$ cat config.mk
export PLATFORM = sky130hd
export DESIGN_NAME = ext_bus_arbiter
export DESIGN_NICKNAME = d
export VERILOG_FILES = /design/src/rtl/ext_bus_arbiter.sv
export SDC_FILE = /design/constraint.sdc
export NUM_CORES = 1
export LEC_CHECK = 0
export CORE_MARGIN = 2
export CORE_UTILIZATION = 40
export CTS_CLUSTER_SIZE = 28
export DETAILED_ROUTE_END_ITERATION = 8
export GPL_ROUTABILITY_DRIVEN = 0
export GPL_TIMING_DRIVEN = 1
export PLACE_DENSITY_LB_ADDON = 0.25
export SLEW_MARGIN = 20
export SYNTH_ARGS = -nofsm -noshare
export SYNTH_HDL_FRONTEND = slang
export SYNTH_SLANG_ARGS = --single-unit
$ cat constraint.sdc
create_clock -name clk -period 7.5 [get_ports clk]
set_clock_uncertainty 0.1 [all_clocks]
set_input_delay 1.5 -clock clk [delete_from_list [all_inputs] [get_ports clk]]
set_output_delay 1.5 -clock clk [all_outputs]
set_load 0.1 [all_outputs]
$ cat src/rtl/ext_bus_arbiter.sv
// ext_bus_arbiter: two-master round-robin arbiter and byte-serial sequencer
// for the external memory bus. One transaction walks IDLE -> ADDR -> CMD ->
// DATA -> DONE, moving one byte per cycle over the 8-bit pins.
// Optional build macro: EXT_BUS_WAIT_EN adds a bus_wait input that stalls
// the DATA phase while high.
module ext_bus_arbiter #(
  parameter int ADDR_BYTES = 8,
  parameter int DATA_BYTES = 8
) (
  input  logic                    clk,
  input  logic                    rst,
  input  logic                    req0,
  input  logic                    req1,
  input  logic                    we0,
  input  logic                    we1,
  input  logic [8*ADDR_BYTES-1:0] addr0,
  input  logic [8*ADDR_BYTES-1:0] addr1,
  input  logic [8*DATA_BYTES-1:0] wdata0,
  input  logic [8*DATA_BYTES-1:0] wdata1,
  output logic                    ack0,
  output logic                    ack1,
  output logic [8*DATA_BYTES-1:0] rdata,
  output logic                    busy,
  output logic [7:0]              addr_o,
  output logic [7:0]              dat_o,
  output logic [7:0]              dat_oe,
  input  logic [7:0]              dat_i
`ifdef EXT_BUS_WAIT_EN
  ,
  input  logic                    bus_wait
`endif
);

  localparam int AW   = 8 * ADDR_BYTES;
  localparam int DW   = 8 * DATA_BYTES;
  localparam int MAXB = (ADDR_BYTES > DATA_BYTES) ? ADDR_BYTES : DATA_BYTES;
  localparam int CW   = $clog2(MAXB + 1);
  localparam logic [CW-1:0] ADDR_LAST = CW'(ADDR_BYTES - 1);
  localparam logic [CW-1:0] DATA_LAST = CW'(DATA_BYTES - 1);

  typedef enum logic [2:0] {
    S_IDLE,
    S_ADDR,
    S_CMD,
    S_DATA,
    S_DONE
  } state_t;

  state_t        state_q, state_d;
  logic [CW-1:0] cnt_q, cnt_d;     // beat counter, cleared on every phase entry
  logic          gnt_q, gnt_d;     // requester owning the current transaction
  logic          last_q, last_d;   // last winner, drives round-robin priority
  logic          we_q, we_d;
  logic [AW-1:0] addr_q, addr_d;
  logic [DW-1:0] wdata_q, wdata_d;
  logic [DW-1:0] rdata_q, rdata_d;
  logic          stall;
  logic          win;
  logic [7:0]    addr_byte;
  logic [7:0]    wdata_byte;
  logic [CW+2:0] byte_sh;

`ifdef EXT_BUS_WAIT_EN
  assign stall = bus_wait;
`else
  assign stall = 1'b0;
`endif

  // Current beat's bytes; write bytes past the end of wdata shift out as zero.
  assign byte_sh    = {cnt_q, 3'b000};
  assign addr_byte  = 8'(addr_q >> byte_sh);
  assign wdata_byte = 8'(wdata_q >> byte_sh);

  // Arbitration: a lone request wins; on contention the non-last winner wins.
  assign win = (req0 && req1) ? ~last_q : req1;

  // Next-state, beat counting, request latching and read-data capture.
  always_comb begin
    state_d = state_q;
    cnt_d   = cnt_q;
    gnt_d   = gnt_q;
    last_d  = last_q;
    we_d    = we_q;
    addr_d  = addr_q;
    wdata_d = wdata_q;
    rdata_d = rdata_q;
    case (state_q)
      S_IDLE: begin
        if (req0 || req1) begin
          gnt_d   = win;
          last_d  = win;
          we_d    = win ? we1 : we0;
          addr_d  = win ? addr1 : addr0;
          wdata_d = win ? wdata1 : wdata0;
          cnt_d   = '0;
          state_d = S_ADDR;
        end
      end
      S_ADDR: begin
        if (cnt_q == ADDR_LAST) begin
          cnt_d   = '0;
          state_d = S_CMD;
        end else begin
          cnt_d = cnt_q + 1'b1;
        end
      end
      S_CMD: begin
        cnt_d   = '0;
        state_d = S_DATA;
      end
      S_DATA: begin
        if (!stall) begin
          if (!we_q) begin
            rdata_d = (rdata_q & ~(DW'(8'hFF) << byte_sh)) | (DW'(dat_i) << byte_sh);
          end
          if (cnt_q == DATA_LAST) begin
            cnt_d   = '0;
            state_d = S_DONE;
          end else begin
            cnt_d = cnt_q + 1'b1;
          end
        end
      end
      S_DONE: begin
        state_d = S_IDLE;
      end
      default: begin
        state_d = S_IDLE;
      end
    endcase
  end

  // Moore output decode from registered state and latched request.
  always_comb begin
    busy   = (state_q != S_IDLE);
    ack0   = 1'b0;
    ack1   = 1'b0;
    addr_o = 8'h00;
    dat_o  = 8'h00;
    dat_oe = 8'h00;
    rdata  = rdata_q;
    case (state_q)
      S_ADDR: begin
        addr_o = addr_byte;
        if (we_q) begin
          dat_o  = wdata_byte;
          dat_oe = 8'hFF;
        end
      end
      S_CMD: begin
        addr_o = {7'b0, we_q};
      end
      S_DATA: begin
        if (we_q) begin
          dat_o  = wdata_byte;
          dat_oe = 8'hFF;
        end
      end
      S_DONE: begin
        ack0 = ~gnt_q;
        ack1 = gnt_q;
      end
      default: begin
      end
    endcase
  end

  // Control state and read-data register with synchronous reset.
  always_ff @(posedge clk) begin
    if (rst) begin
      state_q <= S_IDLE;
      cnt_q   <= '0;
      gnt_q   <= 1'b0;
      last_q  <= 1'b1;
      rdata_q <= '0;
    end else begin
      state_q <= state_d;
      cnt_q   <= cnt_d;
      gnt_q   <= gnt_d;
      last_q  <= last_d;
      rdata_q <= rdata_d;
    end
  end

  // Latched request fields; only observed outside IDLE, so no reset needed.
  always_ff @(posedge clk) begin
    we_q    <= we_d;
    addr_q  <= addr_d;
    wdata_q <= wdata_d;
  end

endmodule

==> results of run 1 <==
[registers in the layout, indices dropped and copies added (netlist names)]
| signal | flops |
|---|---|
| addr_q | 64 |
| cnt_q | 4 |
| gnt_q | 1 |
| last_q | 1 |
| rdata | 64 |
| state_q | 3 |
| wdata_q | 64 |
| we_q | 1 |
[power by group through the flow]
stage | Clock (uW) | Sequential (uW) | Combinational, uW
after CTS | 1040 | 1290 | 463
after floorplan | 0 | 1300 | 261
after global placement | 0 | 1310 | 455
after global routing | 1090 | 1290 | 485
after detailed placement | 0 | 1310 | 460
final | 1020 | 1290 | 457
[layout make-up]
class	count	area (um2)
clock buffer	33	634
multi-input combinational	360	3600
clock inverter	5	48.8
tap	285	357
fill	1839	8920
inverter	4	15.0
timing repair buffer	364	3660
sequential	202	5340
[cells in the mapped netlist, drive strengths merged (2+ instances only)]
cell type,instances
nor3,7
o21ai,5
nor2b,9
nor4b,3
a32o,2
nand2,32
buf,30
a211oi,4
mux2,129
clkbuf,17
nand2b,8
edfxtp,129
nand3,7
a31oi,2
or3,3
dfxtp,73
nor4,2
and3,3
mux4,32
a21oi,18
a2bb2o,3
nand3b,3
a22o,45
ha,6
nor2,3
o2bb2ai,14
a41oi,6
inv,4
[through the flow]
step	instances	hold slack, ns	area (um2)	setup slack (ns)	util
3_3_place_gp	1215	0.345	13000	2.86	0.575
4_1_cts	1253	0.365	13700	2.24	0.605
2_1_floorplan	613	0.358	9170	2.00	-
3_5_place_dp	1215	0.348	13000	2.78	0.575
5_1_grt	1253	0.391	13700	2.13	0.605
6_report	1253	0.363	13700	2.33	0.605
[cell families after synthesis]
logic type,count (synthesis),share of synthesized area
adders and majority gates,6,0.00819
buffers and inverters,51,0.0266
xor gates and xnor gates,1,0.000956
DFF,202,0.582
AOI/OAI and AO/OA,102,0.0873
and+or+nand+nor,89,0.0564
muxes,162,0.238
[layer usage]
metal,routed length [um],global-route usage
met2,12600,0.357
met5,0,0
met3,1710,0.0418
met1,9800,0.246
met4,670,0.0607
[final timing paths]
kind / start / endpoint / slack [ns]
worst max-delay path: cnt_q[0] / addr_o[1] / 2.33
worst min-delay path: rdata[24] / rdata[24] / 0.36
worst max register to register: cnt_q[1] / rdata[44] / 4.65
worst min register to register: rdata[24] / rdata[24] / 0.36
[worst max-delay path, cell delays in order, from the launching register on]
cell                              delay [ns]
sky130_fd_sc_hd__dfxtp_2                0.73
sky130_fd_sc_hd__buf_4                  0.49
sky130_fd_sc_hd__mux4_2                 0.32
sky130_fd_sc_hd__nand2_1                0.06
sky130_fd_sc_hd__a21oi_1                0.21
sky130_fd_sc_hd__clkdlybuf4s50_1        1.23
==> summary.md, run 1 <==
The clock reaches the later pin of the worst-skew pair after 0.49 ns. The initial antenna violation count was 0; the maximum clock insertion buffer count was 3. The library cell occupying the most area in the post-synthesis netlist was sky130_fd_sc_hd__edfxtp_1. The total power divided by cell area came out at 203 nW/um2. The flip-flop cell with the highest count after synthesis is sky130_fd_sc_hd__edfxtp_1. Internal power comes to 2120 uW. For the via count of the first global-routing pass, the log shows 6717.

Post-CTS timing repair inserted 0 buffers for setup. Number of instances resized during post-cts repair: 0. The time the final worst path needs with I/O delays and setup is 5.17 ns. Synthesis produced 613 cells. In this run, synthesis inferred 129 flip-flops with an integrated enable. Synthesis inferred 202 register bits. The slew of the pin with the lowest slew margin was 1.10 ns; the initial core utilization was 0.406. Library cell used as clock root buffer: sky130_fd_sc_hd__clkbuf_16.

After synthesis the cells add up to 9160 um2. The run gives 0.582 as the portion of the post-synthesis area used by sequential elements. The tools report the endpoint type of the worst setup path as an output pin. The first global-routing pass estimated 37600 um of wire.

In this run the remaining antenna-violating nets after routing total 0. The worst-case reg-to-reg path depth works out to 4. The layout cell share with drive strength beyond 1 came out at 0.211.

TritonCTS built the clock tree. For the first-iteration detailed-routing DRC count, the log shows 388. Setup repair after global routing left no endpoint under its margin. The area growth from synthesis to layout is 49.0%. 361 I/O pins were placed. The switching portion of total power was 0.233; the async set-or-reset flop fraction in the synthesized netlist was 0. The logs give 0.269 for the worst max-slew margin expressed relative to the limit and 0 ns for the final total negative setup slack. Kind of start point of the critical path: a flop. The critical path is of the reg -> out type. The logs give 22 for the number of clock buffers inserted by TritonCTS and 0 for the count of endpoints failing setup in the final report. In this run the vertical extent of the chip is 155 um. Measured along the x axis, the die boundary spans 155 um.

After synthesis, the netlist uses 46 different library cells. The routed layout has 6623 vias. The site row count was 55. The flow ran to the end, and the final reports show no timing, DRC or antenna violations. The logs give 0 for the count of pins over their slew limit and 1 for the H-tree depth reported by CTS. The run gives 2770 uW as the power after layout. Clock-pin slew was measured on the worst setup and hold paths at 0.06 ns. For the synthesized net count, the log shows 889. The fraction of post-synthesis cell area in the top cell type by area is 0.423, and the final wirelength is 24800 um. In this run the tool buffered the top-level ports with 360 buffer cells. Of all nets on the critical path, the largest fanout is 27. The final number of hold-violating endpoints is 0, and the clock sink total is 202. The detail-routed via count per cell is 5.29, and the leakage power is 0.00470 uW. The total routing usage reported by global routing was 0.201; the mean instance size in the synthesized netlist was 14.9 um2. Portion of total power attributed to combinational logic: 0.165. Leaving out fill and tap cells, the most frequent cell in the layout is sky130_fd_sc_hd__clkdlybuf4s50_1. Across the run, the number of max-cap violations was 0. The maximum number of pins on one net before global-route repair was 130. The data required time at the worst endpoint was 5.90 ns; the number of iterations in the first detailed-routing pass was 4.

The logs give 123 uV for the worst vdd rail ir drop and 0 for the overflow left after global routing. The run gives 0.370 as the part of the total power dissipated in the clock network. Static timing analysis puts the maximum clock frequency at 194 MHz. The floorplan step defined a core boundary enclosing 22600 um2. Once detailed placement completed, the half-perimeter wirelength came to 18400 um. At the worst endpoint, the arrival time is 3.57 ns.

The share of the clock period used by the worst path after layout was 0.689; the switching power summed over all nets was 644 uW. The instance count along the most critical hold path came out at 1. The path class of the tightest hold or removal check is reg -> reg. The total of warnings raised by yosys came out at 0.

Power share of the sequential group: 0.465. The average routed wire per standard cell came out at 19.8 um. Leaving out fill and tap cells, the most frequent cells in the layout are 360 x sky130_fd_sc_hd__clkdlybuf4s50_1, 129 x sky130_fd_sc_hd__mux2_2, 129 x sky130_fd_sc_hd__edfxtp_1. The die covers 24100 um2.

In the routed design, unresolved DRC markers number 0. The number of hold buffers added after CTS was 0; the count of inserted antenna diode cells was 0. Ranked by total cell area, the synthesized netlist is headed by sky130_fd_sc_hd__edfxtp_1 42%, sky130_fd_sc_hd__dfxtp_1 16%, sky130_fd_sc_hd__mux2_2 16%. For the total number of nets in the final design, the log shows 1230.
(Power assumes the default switching activity.)
==> run 2: changes to the inputs <==
clock period = 4.3 ns   (was 7.5 ns; I/O delays follow)
==> run 2 against run 1 <==
  * Combinational power up 77%
  * Sequential share of layout area down 0.43 points
  * Via count rose by 1.8%
  * Worst hold slack worse by 0.00061 ns
  * Routed wire length up 5.4%
  * Non-clock buffer count increased by 10
  * Register-to-register slack got worse by 3.2 ns
  * Count of clock-buffer cells in the layout is 1 lower
  * Critical path depth unchanged
  * Final area is 1.1% higher
==> summary.md, run 2 (synthesis gave the netlist of run 1 again) <==
The tools report the final HPWL from detailed placement as 19600 um (+6.3%). Number of iterations in the first detailed-routing pass: 5 (+1). The total setup buffers inserted after CTS was 0 (unchanged); the time the final worst path needs with I/O delays and setup was 3.54 ns.

The tools report the portion of total power attributed to combinational logic as 0.163 (-0.002). The run gives 0.309 (+0.0399) as the worst max-slew margin expressed relative to the limit. The critical path ends at dat_o[2]. The first-pass GRT wire length was 38800 um (+3.2%). Compared with the post-synthesis result, the final layout area differs by 50.7%. The total power divided by cell area came out at 360 nW/um2 (+77%).

The tools report the count of pins over their slew limit as 0 (unchanged). The flow ran to the end, and the final reports show no timing, DRC or antenna violations. The leakage power was 0.00487 uW (+3.5%).

Worst-case reg-to-reg path depth: 5 (+1). The number of clock buffers inserted by TritonCTS is 22 (unchanged), and the worst vdd rail ir drop is 251 uV (+100%). The CTS clock-pin slew for the worst setup and hold paths was 0.06 ns (about the same). The first-iteration detailed-routing DRC count was 243 (-37%); the share of the clock period used by the worst path after layout was 0.824. Maximum clock insertion buffer count: 3 (unchanged). The library cell contributing the largest single delay on the critical path was sky130_fd_sc_hd__dfxtp_2. The switching portion of total power works out to 0.235 (+0.00264). The maximum number of pins on one net before global-route repair was 64 (-51%); the slew of the pin with the lowest slew margin was 1.03 ns (-0.0631 ns). Final number of hold-violating endpoints: 0 (unchanged).

The worst setup path is captured at an output pin. The number of instances resized during post-cts repair was 0 (unchanged); the overall die height was 155 um (unchanged). Leaving out fill and tap cells, the most frequent cell in the layout is sky130_fd_sc_hd__clkdlybuf4s50_1.

Count of endpoints failing setup in the final report: 0 (unchanged). The tree is rooted in a sky130_fd_sc_hd__clkbuf_16. Clock sink total: 202 (unchanged). The tools report the site row count as 55 (unchanged). The number of routed nets with antenna violations is 0 (unchanged). The run gives 0 (unchanged) as the number of design rule violations left after detail routing. TritonCTS built the clock tree. For the internal reg-to-reg setup slack, the log shows 1.48 ns (-3.17 ns). The run gives 0.612 (+0.00671) as the final design utilization.

The total routing usage reported by global routing is 0.210 (+0.00859). Traced cell by cell, the critical path runs through buf_12, mux4_2, nand2_1, a21oi_1, buf_4. In this run the critical register-to-register path is launched from cnt_q[1]. The worst stage delay on the critical path is 0.74 ns (-0.49 ns), and the via count of the first global-routing pass is 6965 (+3.7%).

For the data arrival time of the critical path, the log shows 2.58 ns (-0.99 ns). The logs give 1240 (+0.81%) for the total number of nets in the final design and 6741 (+1.8%) for the total number of vias. The logs give 22600 um2 (unchanged) for the area of the core region and 0.452 (-0.013) for the power share of the sequential group.

The detail-routed via count per cell was 5.32 (+0.58%). In this run the critical register-to-register path is captured at rdata[43]. The tools report the maximum clock rate as 282 MHz. Data required time at the worst endpoint: 3.34 ns (-2.56 ns). The number of port buffers is 360 (unchanged), and the initial core utilization is 0.406 (unchanged).

The final total negative setup slack is 0 ns (unchanged). The library cells used most frequently in the layout, excluding fill and tap cells, are 333 x sky130_fd_sc_hd__clkdlybuf4s50_1, 129 x sky130_fd_sc_hd__mux2_2, 129 x sky130_fd_sc_hd__edfxtp_1. Initial antenna violation count: 4 (+4). The type of the setup path with the least slack was reg -> out.

The horizontal extent of the die is 155 um (unchanged). Number of top-level design ports: 361 (unchanged). The internal portion of total power came out at 3800 uW (+79%). The insertion delay to the later sink of the worst-skew pair was 0.49 ns (about the same); the final wirelength was 26200 um (+5.4%). The kind of start point of the critical path is a flop.

For the H-tree depth reported by CTS, the log shows 1 (unchanged). The tools report the beginning of the critical path as cnt_q[0]. The highest net fanout along the worst path came out at 24 (-11%). Setup repair after global routing left no endpoint under its margin. The layout cell share with drive strength beyond 1 is 0.256 (+0.0454), and the number of hold buffers added after CTS is 0 (unchanged). The part of the total power dissipated in the clock network is 0.386 (+0.016), and the total die area is 24100 um2 (unchanged). The overflow left after global routing is 0 (unchanged), and the count of max-cap constraint violations is 0 (unchanged). The tightest min-delay check is of the reg -> reg type. Average routed wire per standard cell: 20.6 um (+4.1%). The switching power summed over all nets was 1170 uW (+81%).
-- run 2: through the flow --
stage          cells  total power, uW  hold WS, ns  cell area, um2  setup WS (ns)
2_1_floorplan    613             2710        0.364            9180          0.165
3_3_place_gp    1225             3090        0.348           13000           1.23
3_5_place_dp    1225             3100        0.346           13000           1.20
4_1_cts         1265             5010        0.365           13800          0.696
5_1_grt         1268             5120        0.381           13800          0.602
6_report        1268             4970        0.362           13800          0.755
-- run 2: worst min-delay path by stage --
stage / start / end / slack, ns / depth (start not counted)
2_1_floorplan: state_q[0] / state_q[2] / 0.36 / 2
3_3_place_gp: rdata[47] / rdata[47] / 0.35 / 1
3_5_place_dp: rdata[26] / rdata[26] / 0.35 / 1
4_1_cts: rdata[26] / rdata[26] / 0.36 / 1
5_1_grt: rdata[27] / rdata[27] / 0.38 / 1
6_report: rdata[26] / rdata[26] / 0.36 / 1
-- run 2: routing by layer --
layer	up-vias	GRT usage	wire length (um)
met2	294	0.378	13500
li1	3137	-	-
met1	3253	0.241	9880
met5	-	0	16
met3	55	0.0518	1950
met4	2	0.0765	784
-- run 2: power by group through the flow --
stage	logic (uW)	registers (uW)	clock network [uW]
after floorplan	456	2260	0
after global placement	805	2280	0
after detailed placement	811	2290	0
after CTS	817	2240	1950
after global routing	857	2250	2010
final	808	2240	1920
-- run 2: worst max-delay path: cells and delay by family (launching register included) --
| family | cells | cell delay, ns |
|---|---|---|
| and+or+nand+nor | 1 | 0.13 |
| muxes | 1 | 0.52 |
| buffers and inverters | 2 | 0.57 |
| AOI/OAI and AO/OA | 1 | 0.10 |
| DFF | 1 | 0.74 |
-- run 2: final cells by class --
class	count	area, um2
clock inverter	8	40.0
sequential	202	5340
antenna	3	7.51
fill	1769	8770
multi-input combinational	360	3610
clock buffer	32	717
tap	285	357
inverter	4	15.0
timing repair buffer	374	3720
